<file path="src/rtl/instruction_fetch_unit.sv">
// Instruction fetch unit: owns the PC, drives the instruction-memory word
// address, and buffers fetched {pc, instr} pairs in a small prefetch FIFO
// that decode drains over a valid/ready handshake.
module instruction_fetch_unit #(
  parameter int unsigned DEPTH    = 4,
  parameter logic [63:0] RESET_PC = 64'h0
) (
  input  logic                     clk,
  input  logic                     reset,
  input  logic                     start,
  input  logic                     redirect_vld,
  input  logic [63:0]              redirect_pc,
  output logic [63:0]              imem_addr,
  input  logic [31:0]              imem_data,
  output logic                     out_valid,
  input  logic                     out_ready,
  output logic [31:0]              out_instr,
  output logic [63:0]              out_pc,
  output logic [$clog2(DEPTH):0]   fifo_count,
  output logic                     halted,
  output logic                     misalign_err
);

  localparam int unsigned AW = $clog2(DEPTH);
  localparam int unsigned CW = AW + 1;
  localparam logic [31:0]   ECALL    = 32'h0000_0073;
  localparam logic [CW-1:0] FULL_CNT = CW'(DEPTH);

  typedef enum logic [1:0] {
    S_IDLE,
    S_RUN,
    S_HALT
  } state_t;

  state_t        state_q, state_d;
  logic [63:0]   pc_q, pc_d;
  logic [AW-1:0] head_q, head_d, tail;
  logic [CW-1:0] count_q, count_d, count_after_pop;
  logic [31:0]   instr_mem [DEPTH];
  logic [63:0]   pc_mem    [DEPTH];
  logic          pop, redir, fetch;
  logic [31:0]   out_instr_d;
  logic [63:0]   out_pc_d;

  assign imem_addr  = {2'b00, pc_q[63:2]};
  assign fifo_count = count_q;

  // Next-state logic: handshake, fetch decision, FIFO bookkeeping and FSM.
  always_comb begin
    pop             = out_valid && out_ready;
    redir           = redirect_vld && (state_q != S_IDLE);
    fetch           = (state_q == S_RUN) && ((count_q != FULL_CNT) || pop) && !redir;
    tail            = head_q + count_q[AW-1:0];
    head_d          = head_q + AW'(pop);
    count_after_pop = count_q - CW'(pop);
    count_d         = redir ? '0 : count_after_pop + CW'(fetch);

    // Output registers track the post-edge head; when the FIFO drains
    // empty before this push, the new head is the word being pushed now.
    out_instr_d = out_instr;
    out_pc_d    = out_pc;
    if (count_d != '0) begin
      if (count_after_pop == '0) begin
        out_instr_d = imem_data;
        out_pc_d    = pc_q;
      end else begin
        out_instr_d = instr_mem[head_d];
        out_pc_d    = pc_mem[head_d];
      end
    end

    state_d = state_q;
    pc_d    = pc_q;
    case (state_q)
      S_IDLE: begin
        if (start) state_d = S_RUN;
      end
      S_RUN, S_HALT: begin
        if (redir) begin
          state_d = S_RUN;
          pc_d    = {redirect_pc[63:2], 2'b00};
        end else if (fetch) begin
          pc_d = pc_q + 64'd4;
          if (imem_data == ECALL) state_d = S_HALT;
        end
      end
      default: state_d = S_IDLE;
    endcase
  end

  // FIFO payload storage; written only on a fetch, needs no reset.
  always_ff @(posedge clk) begin
    if (fetch) begin
      instr_mem[tail] <= imem_data;
      pc_mem[tail]    <= pc_q;
    end
  end

  // Control state, pointers and registered outputs.
  always_ff @(posedge clk or posedge reset) begin
    if (reset) begin
      state_q      <= S_IDLE;
      pc_q         <= RESET_PC;
      head_q       <= '0;
      count_q      <= '0;
      out_valid    <= 1'b0;
      out_instr    <= '0;
      out_pc       <= '0;
      halted       <= 1'b0;
      misalign_err <= 1'b0;
    end else begin
      state_q      <= state_d;
      pc_q         <= pc_d;
      head_q       <= head_d;
      count_q      <= count_d;
      out_valid    <= (count_d != '0);
      out_instr    <= out_instr_d;
      out_pc       <= out_pc_d;
      halted       <= (state_d == S_HALT);
      misalign_err <= redir && (redirect_pc[1:0] != 2'b00);
    end
  end

endmodule

</file>
<file path="config.mk">
export PLATFORM = sky130hd
export DESIGN_NAME = instruction_fetch_unit
export DESIGN_NICKNAME = d
export VERILOG_FILES = /design/src/rtl/instruction_fetch_unit.sv
export SDC_FILE = /design/constraint.sdc
export NUM_CORES = 1
export LEC_CHECK = 0
export ABC_CLOCK_PERIOD_IN_PS = 8600
export BUFFER_PORTS_ARGS = -buffer_cell sky130_fd_sc_hd__buf_2
export CORE_MARGIN = 3
export CORE_UTILIZATION = 45
export CTS_CLUSTER_DIAMETER = 80
export DETAILED_ROUTE_END_ITERATION = 7
export PLACE_DENSITY = 0.75
export SLEW_MARGIN = 20
export SYNTH_ARGS = -nofsm -noshare
export SYNTH_HDL_FRONTEND = slang
export SYNTH_SLANG_ARGS = --single-unit
</file>
<file path="constraint.sdc">
create_clock -name clk -period 8.6 [get_ports clk]
set_input_delay 1.29 -clock clk [delete_from_list [all_inputs] [get_ports clk]]
set_output_delay 1.29 -clock clk [all_outputs]
set_load 0.05 [all_outputs]
</file>
### Yosys cells after proc, flatten, opt, wreduce, memory -nomap -nowiden

Memories as Yosys holds them, arrays and structs flattened.
Index checks and enable logic that the tools add are counted.

* memories kept: 2
* logic and storage cells: 48
* bits in read-only memories: 0
* output and inout port bits: 166
* RAM bits: 384
* bits in registers: 170
* bits in latches: 0
* bits of input ports: 101

Memories
* pc_mem: depth 4, bits a word 64, read ports 1, clocked after Yosys merged registers in 0, write ports 1, line 40 `logic [63:0] pc_mem [DEPTH];`
* instr_mem: depth 4, bits a word 32, read ports 1, clocked after Yosys merged registers in 0, write ports 1, line 39 `logic [31:0] instr_mem [DEPTH];`

* div/mod/pow operators: 0
* shifts and indexed selects: 0
* multiplexer cells: 12
* magnitude comparators: 0
* reductions and logical operators: 15
* equal/unequal tests: 5
* add/subtract/negate cells: 5
* $mul: 0
* bitwise logic cells: 0

Operators by type and width (count)
* 64-bit 2-to-1 mux: 3
* 64-bit by 3-bit adder with 64-bit output, second input constant: 1
* 32-bit by 7-bit == test with 1-bit output, second input constant: 1
* 32-bit 2-to-1 mux: 1
* 2-bit 2-to-1 mux: 4
* 2-bit nonzero test: 3
* 1-bit logical AND: 5
* 2-bit == test, second input constant: 2
* 2-bit case mux with 2 select lines: 1
* 3-bit by 1-bit adder with 3-bit output: 1
* 3-bit logical NOT: 1
* 3-bit 2-to-1 mux: 1
* 3-bit inequality test, second input constant: 1
* 3-bit nonzero test: 1
* 3-bit by 1-bit subtractor with 3-bit output: 1
* 2-bit by 1-bit adder with 2-bit output: 1
* 2-bit adder: 1
* 2-bit by 1-bit == test with 1-bit output, second input constant: 1
* 2-bit logical NOT: 1
* 1-bit 2-to-1 mux: 2
* 2-bit AND reduction: 1
* 2-bit OR reduction: 1
* 1-bit logical NOT: 1
* 1-bit logical OR: 1

### Longest topological paths before layout

* depth after elaboration: 8
* mapped depth: 15
* depth with buffers taken out: 11

### Worst setup path after synthesis

OpenSTA, ideal clock, no wires.

* path type: in2reg
* start point: input port redirect_vld
* end point: memory instr_mem[0][0] (enable)
* buffers on the path: 1
* required time: 7938 ps
* library setup time: 662 ps
* slack: -198 ps
* arrival time: 8136 ps
* stages: 4
* path through: nand2b_1 -> buf_2 -> o211ai_1 -> nor3_1

* cells in the longest elaborated chain, start to end: 5

Ends and longest elaborated chain
* start: declaration: line 11 `input logic redirect_vld,`
* 1-bit logical AND: line 51 `redir = redirect_vld && (state_q != S_IDLE);`
* 1-bit logical NOT: line 52 `fetch = (state_q == S_RUN) && ((count_q != FULL_CNT) || pop) && !redir;`
* 1-bit logical AND: line 52
* 1-bit 2-to-1 mux: line 93 `if (fetch) begin`
* 1-bit 2-to-1 mux (implied by the code): line 94 `instr_mem[tail] <= imem_data;`
* end: declaration: line 39

Every way passes these cells.

### Worst setup path in the final report

* start point: input port out_ready
* end point: register out_pc[19]

* cells in the longest elaborated chain, start to end: 7
* elaborated cells on any way between the ends: 12
* classes of those cells: add/sub: 3; mux: 2; reduce/logical: 6; memory: 1

Ends and longest elaborated chain
* start: declaration: line 16 `input logic out_ready,`
* 1-bit logical AND *: line 50 `pop = out_valid && out_ready;`
* branches (longest 6 deep; another with 3-bit by 1-bit subtractor with 3-bit output)
* end signal: assignment: line 118 `out_pc <= out_pc_d;`
* end: declaration: line 18 `output logic [63:0] out_pc,`

Every way passes the cells marked *.
A chain may end at the register's enable or synchronous reset.

==> impl_metrics.ini <==
[floorplan]
rows = 81
die_y_um = 231.1
pin_count = 267
die_x_um = 231.1
die-area_um2 = 53400
core-area_um2 = 49460
start_util_pct = 46.09

[cts]
cts_buffers = 54
clock_latency_ns = 0.60
h-tree-depth = 2
hold_buffers = 0
cts-resized-gates = 0
cts_max_path_buffers = 3
post_cts_buffers = 0
cts_tree = built
clockRootBuffer = clkbuf_16
clock_sinks = 542
cts.clk_slew.worst_paths_ns = 0.06

[pwr]
p_sw_uw = 4536
p_comb_share_pct = 40.7
p_leak_uw = 0.01009
seq_power_share_pct = 38.7
swShare_pct = 39.17
p_int_uw = 7045
ir_worst_vdd_mv = 0.3786
power.share.clock_pct = 20.6
pwr_density_cell_nw_per_um2 = 435.1

[critical_path]
r2r_cells = 8
setup.worst_path.class = in2reg
crit_start = out_ready
r2r_setup_slack_ns = 4.53
worstPathArrival_ns = 4.62
crit_path_end_kind = flop
reg2reg_from = state_q[0]
worstPathMaxFanout = 169
crit_end = out_pc[19]
r2r_end = instr_mem[3][7]
worstPathRequired_ns = 9.03
worstSetupStartpointType = input pin

[synth]
ys.flop_type = edfxtp_1
synth_top_area_share_pct = 49.53
synth_edf_count = 376
ys.warnings.count = 0
yosysTopAreaCell = edfxtp_1
syn_inst = 1517
ys_ff_latch = 542
yosysUniqueCellTypes = 66
ys_async_sr_fraction_pct = 30.63
yosysMostFrequentCell = edfxtp_1
synthTopCellsByArea = edfxtp_1, dfrtp_1, mux4_2
syn_avg_cell_area_um2 = 15.03
synth_common_cells = edfxtp_1, dfrtp_1, nand2_1
ys_seq_area_share_pct = 67.75
syn_area_um2 = 22800

[job]
maxCapViolCount = 0

[route]
ant_nets = 0
drc = 0
wirelength_um = 58790
wire_per_inst_um = 23.82
drt_iter0_drc = 1489
vias = 14666
drt-pass1-iter-count = 6
routed_via_density = 5.942

[placement]
dp.cells = 2364
dp_hpwl_um = 36850
placed_area_um2 = 24790
portBuffers = 262
gp_congestion = 0.8798

[timing]
min_period_ns = 4.183
slew_viol_final = 0
fin_crit_sh_pct = 48.64
tightest_slew_ns = 1.092
rsz0062_at_grt = no
maxSlewHeadroom_pct = 27.21
setup_viol = 0
hold_viol_final = 0
clock_skew_ns = 0.02343
max_freq_mhz = 239.1

[global_routing]
grt_pass1_vias = 14251
grt_max_degree = 170
grt.overflow.total = 0
antenna_found_initial = 3
grt_pass1_wl_um = 88810
track_usage_pct = 21.76

[layout]
drive_gt1_share_pct = 26.79
nFillCells = 4071
nNetsFinal = 1868
fin_cells = 2468
design_area_um2 = 26610
layout-area-overhead-vs-synth_pct = 16.75

[run_status]
run_status = finished, final reports clean

[worst_hold_path]
hold_path.class = reg2reg
==> critical path, stage by stage <==
cell	delay (ns)
buf_2	0.09
and2_1	0.24
o211ai_1	0.49
inv_1	0.19
ha_1	0.24
ha_1	0.20
xnor2_1	0.18
o31ai_4	0.76
buf_12	0.49
o21ai_0	0.21
==> flip-flops by register name, summed over array words and instances (netlist names) <==
signal and flops:
out_pc 62, pc_mem 248, halted 1, instr_mem 128
out_valid 1, out_instr 32, pc_q 62, fifo_count 3
misalign_err 1, head_q 2, state_q 2
==> per-stage QoR <==
step	utilization (%)	setup WS (ns)	hold WS, ns	setup TNS (ns)	total power, µW
2_1_floorplan	-	-0.1981	0.5019	-37.23	8057
3_3_place_gp	50.13	4.043	0.4575	0	9161
3_5_place_dp	50.13	3.914	0.4654	0	9297
4_1_cts	53.77	4.457	0.4784	0	11700
5_1_grt	53.81	4.191	0.4991	0	12170
6_report	53.81	4.417	0.4714	0	11580
==> power by group through the flow <==
| stage | combinational, µW | clock, µW | sequential, µW |
|---|---|---|---|
| floorplan | 2580 | 0 | 5470 |
| global placement | 4690 | 0 | 4470 |
| detailed placement | 4760 | 0 | 4540 |
| global route | 5060 | 2520 | 4590 |
| CTS | 4780 | 2430 | 4500 |
| finish | 4710 | 2380 | 4490 |
==> cells by family after synthesis <==
logic type,after synthesis,share of synthesized area [%]
fa+ha+maj,10,0.5488
flops,542,67.75
other cells,1,0.01645
buf+inv,115,2.097
mux,189,13.46
xor+xnor,6,0.2305
simple gates,377,8.447
compound gates,277,7.453
==> worst min-delay path by stage <==
stage	start	endpoint	slack, ns	cells past startpoint
final	out_instr[23]	out_instr[23]	0.47	2
after global routing	out_pc[57]	out_pc[57]	0.50	2
after detailed placement	out_pc[49]	out_pc[49]	0.47	2
after floorplan	head_q[0]	head_q[0]	0.50	1
after CTS	out_instr[23]	out_instr[23]	0.48	2
after global placement	out_instr[14]	out_instr[14]	0.46	2
==> area by class of cell <==
type | count | area (µm²) | area share (%)
Multi-Input combinational cell | 863 | 6989 | 26.26
Antenna cell | 1 | 2.502 | 0.009402
Clock buffer | 72 | 1479 | 5.557
Tap cell | 664 | 830.8 | 3.122
Clock inverter | 30 | 321.6 | 1.208
Sequential cell | 542 | 15440 | 58.03
Inverter | 14 | 60.06 | 0.2257
Timing Repair Buffer | 282 | 1486 | 5.585
==> layout by cell type, fill, tap and decap left out, types with 13 or more instances in the layout <==
| master | netlist | routed |
|---|---|---|
| nand4_1 | 33 | 33 |
| nand3_1 | 32 | 31 |
| nor3_1 | 22 | 20 |
| edfxtp_1 | 376 | 376 |
| o21ai_0 | 121 | 121 |
| nor4_1 | 16 | 16 |
| clkbuf_16 | 0 | 54 |
| and3_1 | 19 | 19 |
| mux4_2 | 94 | 94 |
| mux2i_1 | 95 | 95 |
| dfrtp_1 | 166 | 166 |
| nor2_1 | 47 | 45 |
| and4_1 | 17 | 17 |
| buf_4 | 4 | 18 |
| a2bb2oi_1 | 19 | 19 |
| inv_1 | 14 | 13 |
| buf_2 | 25 | 262 |
| nand2_1 | 147 | 147 |
| o22ai_1 | 17 | 17 |
| a21oi_1 | 49 | 48 |
==> layer usage <==
metal  up-vias  global-route usage [%]  routed length, µm
met5         -                       0                 41
met4         6                   5.152               1172
met3        88                   4.941               5459
met2       695                   34.44              27840
met1      7454                   31.04              24280
li1       6423                       -                  -
(Power assumes the default switching activity.)
